===== config.mk =====
export PLATFORM = sky130hd
export DESIGN_NAME = vga_sync_gen
export DESIGN_NICKNAME = d
export VERILOG_FILES = /design/src/rtl/vga_sync_gen.sv
export SDC_FILE = /design/constraint.sdc
export NUM_CORES = 1
export LEC_CHECK = 0
export CAP_MARGIN = 20
export CELL_PAD_IN_SITES_DETAIL_PLACEMENT = 1
export CELL_PAD_IN_SITES_GLOBAL_PLACEMENT = 2
export CORE_MARGIN = 2
export CORE_UTILIZATION = 30
export CTS_CLUSTER_DIAMETER = 40
export DETAILED_ROUTE_END_ITERATION = 16
export PLACE_DENSITY = 0.73
export RECOVER_POWER = 25
export SETUP_SLACK_MARGIN = 0.1
export SLEW_MARGIN = 20
export SYNTH_ARGS = -nofsm -noshare
export SYNTH_HDL_FRONTEND = slang
export SYNTH_SLANG_ARGS = --single-unit

===== constraint.sdc =====
create_clock -name clk -period 4.44 [get_ports clk]
set_input_delay 0.888 -clock clk [delete_from_list [all_inputs] [get_ports clk]]
set_output_delay 0.888 -clock clk [all_outputs]
set_load 0.05 [all_outputs]

===== src/rtl/vga_sync_gen.sv =====
// VGA timing generator: pixel divider, h/v counters, sync/bright decode,
// frame tick/count and optional game clock (enable with VGA_GAME_CLK_EN).
// Ports: clk, rst_n in; hCount, vCount, hSync, vSync, bright, pix_en,
// frame_tick, frame_cnt, game_clk out.
module vga_sync_gen #(
  parameter int PIX_DIV    = 4,
  parameter int H_TOTAL    = 800,
  parameter int V_TOTAL    = 525,
  parameter int H_SYNC     = 96,
  parameter int V_SYNC     = 2,
  parameter int H_BR_START = 144,
  parameter int H_BR_END   = 783,
  parameter int V_BR_START = 35,
  parameter int V_BR_END   = 514,
  parameter int GAME_DIV   = 2
) (
  input  logic        clk,
  input  logic        rst_n,
  output logic [9:0]  hCount,
  output logic [9:0]  vCount,
  output logic        hSync,
  output logic        vSync,
  output logic        bright,
  output logic        pix_en,
  output logic        frame_tick,
  output logic [15:0] frame_cnt,
  output logic        game_clk
);

  localparam int DW = (PIX_DIV > 1) ? $clog2(PIX_DIV) : 1;
  localparam logic [DW-1:0] DIV_MAX = DW'(PIX_DIV - 1);
  localparam logic [9:0] H_MAX = 10'(H_TOTAL - 1);
  localparam logic [9:0] V_MAX = 10'(V_TOTAL - 1);

  logic [DW-1:0] div_cnt;
  logic          h_last;
  logic          v_last;
  logic          wrap;

  assign pix_en = (div_cnt == DIV_MAX);
  assign h_last = (hCount == H_MAX);
  assign v_last = (vCount == V_MAX);
  assign wrap   = pix_en && h_last && v_last;

  always_ff @(posedge clk or negedge rst_n) begin
    if (!rst_n) begin
      div_cnt <= '0;
    end else if (pix_en) begin
      div_cnt <= '0;
    end else begin
      div_cnt <= div_cnt + 1'b1;
    end
  end

  always_ff @(posedge clk or negedge rst_n) begin
    if (!rst_n) begin
      hCount <= '0;
      vCount <= '0;
    end else if (pix_en) begin
      if (h_last) begin
        hCount <= '0;
        vCount <= v_last ? 10'd0 : vCount + 10'd1;
      end else begin
        hCount <= hCount + 10'd1;
      end
    end
  end

  assign hSync  = (hCount >= 10'(H_SYNC));
  assign vSync  = (vCount >= 10'(V_SYNC));
  assign bright = (hCount >= 10'(H_BR_START)) &&
                  (hCount <= 10'(H_BR_END)) &&
                  (vCount >= 10'(V_BR_START)) &&
                  (vCount <= 10'(V_BR_END));

  // frame_cnt advances on the wrap edge so it already reads the new
  // total in the cycle frame_tick is high.
  always_ff @(posedge clk or negedge rst_n) begin
    if (!rst_n) begin
      frame_tick <= 1'b0;
      frame_cnt  <= '0;
    end else begin
      frame_tick <= wrap;
      if (wrap) begin
        frame_cnt <= frame_cnt + 16'd1;
      end
    end
  end

`ifdef VGA_GAME_CLK_EN
  localparam int GW = (GAME_DIV > 1) ? $clog2(GAME_DIV) : 1;
  localparam logic [GW-1:0] G_MAX = GW'(GAME_DIV - 1);

  logic [GW-1:0] fdiv;

  always_ff @(posedge clk or negedge rst_n) begin
    if (!rst_n) begin
      fdiv     <= '0;
      game_clk <= 1'b0;
    end else if (wrap) begin
      if (fdiv == G_MAX) begin
        fdiv     <= '0;
        game_clk <= ~game_clk;
      end else begin
        fdiv <= fdiv + 1'b1;
      end
    end
  end
`else
  assign game_clk = 1'b0;
`endif

endmodule


==> impl_results.md <==
* Rel. slew slack at -0.438
* Root Buffer: clkbuf_8
* Worst reg-to-reg path cell count at 4
* Critical Path RT at 3.55 ns
* Yosys cell types at 37
* Layout cells sized above 1 at 0.0617
* Synth top area cells: dfrtp_1 (48%), xnor2_1 (9.0%), ha_1 (4.3%)
* Number of buffers added on ports at 42
* Post-route ant nets at 0
* Vias at 1624
* Syn_area_per_cell at 10.3 µm²
* Clock Tree Buf Depth at 2
* Core outline area at 0.00668 mm²
* Pwr Density at 242 mW/mm²
* Post-Route Setup TNS at 0 ns
* XOR/XNOR share of the synthesized area at 0.112
* Antenna Cells at 0
* Run status: finished with violations
* Worst Path Arrival at 2.89 ns
* RR Startpoint: vCount[6]$_DFFE_PN0P_
* Cell count after synthesis at 198
* Initial DRC Count at 62
* Fmax at 0.265 GHz
* RSZ-0062 raised after global routing: no
* Drc violations at 0
* Number of synthesized register bits at 39
* Layout fillers at 777
* Cts repair resizes at 0
* Asr flop ratio synth at 1.00
* CP startpoint kind: flop
* Top_reg_cell synth: dfrtp_1
* Final Hold Viols at 0
* Post-Synth Simple-Gate Area at 0.268
* Max IR drop VDD at 0.0908 mV
* Final wirelength at 4800 µm
* Clock Sinks at 39
* HPWL after DPL at 3370 µm
* HP Start: div_cnt[0]$_DFF_PN0_
* Total power at 630 µW
* Syn-to-layout area delta at 28.2%
* Most frequent cell after synthesis: dfrtp_1
* CTS H-tree depth at 2
* First-pass GRT wire length at 8120 µm
* Synthesized cell area at 0.00203 mm²
* Fin crit period at 3.78 ns
* CP endpoint: bright
* Worst-path clk slew at 0.07 ns
* Initial antenna violation count at 0
* Die width at 86.3 µm
* Nets at 251
* CP endpoint kind: output port
* Largest net degree at the start of global routing at 40
* Post-CTS Setup Repair Bufs at 0
* EDFF count, synth at 0
* Yosys top cell by area: dfrtp_1
* Post-synth top cells: dfrtp_1 (39), xnor2_1 (21), nand3_1 (17)
* Violated checks: capacitance limit, slew limit
* Critical path origin: vCount[6]$_DFFE_PN0P_
* Clock Latency Late Sink at 0.29 ns
* Post-synth top area share at 0.480
* R2R setup slack at 1.85 ns
* Pre-Repair DR Iteration Count at 4
* Vias in the first global route at 1661
* Main combinational cell family by area after synthesis: simple AND/OR/NAND/NOR gates
* Worst clock skew at 0.00635 ns
* Gr ovfl total at 0
* Vias per inst at 5.03
* Cell Rows at 30
* Final setup viols at 0
* R2r endpoint: frame_cnt[1]$_DFFE_PN0P_
* IO Pins at 44
* Post-synthesis sequential area ratio at 0.480
* Synth Net Count at 207
* WL/cell at 14.8 µm
* Max Cap Viol at 1
* CP Class: flop to output port
* Initial Util at 0.304
* Hold buffers post-CTS at 0
* Leakage at 1.09 nW
* CTS tree: done
* Routability Congestion at 0.737
* Yosys warns at 0
* Fin crit share at 0.851
* Min-Delay Path Class: flop to flop
* Synth Area in Adders at 0.0431
* Max-slew violation count at 40
* GRT Util Overall at 0.138
* Die Y at 86.3 µm
* Least-Margin Pin Slew at 2.16 ns
* Post-synthesis mux area share at 0.0111
* Complex-gate fraction of the synthesized area at 0.0535
* Die area at 0.00745 mm²
* CTS Buf Count at 5
* CP max FO at 5
==> kinds of logic after synthesis <==
| family | after synthesis |
|---|---|
| and+or+nand+nor | 91 |
| muxes | 2 |
| xor gates and xnor gates | 26 |
| DFF | 39 |
| buffers and inverters | 14 |
| AOI/OAI and AO/OA | 18 |
| adders and majority gates | 7 |
| other | 1 |
==> worst max-delay path: stages, from the launching register on <==
cell and delay, ns:
dfrtp_1 0.43, or3_4 0.44, or4b_1 0.53, a21o_1 0.17, a211oi_1 0.21, clkdlybuf4s50_1 0.83
==> flip-flops by register name, summed over array words and instances (netlist names) <==
signal      flops
frame_tick      1
hCount         10
div_cnt         2
frame_cnt      16
vCount         10
==> metal layers <==
metal	up-vias	routed length, µm	GRT usage
li1	788	-	-
met1	804	2320	0.184
met2	26	2250	0.221
met3	6	155	0.0362
met4	0	68	0.0426
met5	-	0	0
==> through the flow <==
| step | setup WS [ns] | util | instances | area (µm²) | hold WS, ns |
|---|---|---|---|---|---|
| 3_3_place_gp | 0.988 | 0.378 | 315 | 2520 | 0.414 |
| 5_1_grt | 0.535 | 0.390 | 323 | 2610 | 0.441 |
| 2_1_floorplan | 0.607 | - | 198 | 2030 | 0.403 |
| 3_5_place_dp | 0.959 | 0.378 | 315 | 2520 | 0.422 |
| 4_1_cts | 0.631 | 0.393 | 323 | 2630 | 0.434 |
| 6_report | 0.661 | 0.390 | 323 | 2610 | 0.432 |
==> area by class of cell <==
class / instances / area (µm²) / area share
Inverter: 8 / 30.0 / 0.0115
Clock buffer: 8 / 100 / 0.0384
Sequential cell: 39 / 976 / 0.374
Timing Repair Buffer: 43 / 422 / 0.162
Tap cell: 80 / 100 / 0.0384
Multi-Input combinational cell: 145 / 980 / 0.376
==> layout by cell type, fill, tap and decap left out, types with 3 or more instances in the layout <==
cell type | Yosys | routed
a21oi_1 | 3 | 3
and3_1 | 8 | 8
clkbuf_8 | 0 | 7
clkdlybuf4s50_1 | 0 | 41
dfrtp_1 | 39 | 39
ha_1 | 7 | 7
inv_1 | 8 | 8
nand2_1 | 13 | 13
nand3_1 | 17 | 17
nand4_1 | 14 | 14
nor2_1 | 15 | 15
nor3_1 | 3 | 3
nor4_1 | 4 | 4
o21ai_0 | 8 | 8
or3_1 | 3 | 3
xnor2_1 | 21 | 21
xor2_1 | 5 | 5
==> where the power goes <==
group	internal [mW]	total [mW]	switching, mW
Combinational	0.000137	0.00887	0.00873
Sequential	0.355	0.355	0
Clock	0.142	0.266	0.124
==> worst min-delay path by stage <==
stage / endpoint / slack, ns / depth (start not counted)
final: div_cnt[0]$_DFF_PN0_ / 0.43 / 1
after CTS: div_cnt[0]$_DFF_PN0_ / 0.43 / 1
after detailed placement: div_cnt[0]$_DFF_PN0_ / 0.42 / 1
after global placement: div_cnt[0]$_DFF_PN0_ / 0.41 / 1
after floorplan: div_cnt[0]$_DFF_PN0_ / 0.40 / 1
after global routing: div_cnt[0]$_DFF_PN0_ / 0.44 / 1
No activity file was read; power rests on OpenSTA's default activity.
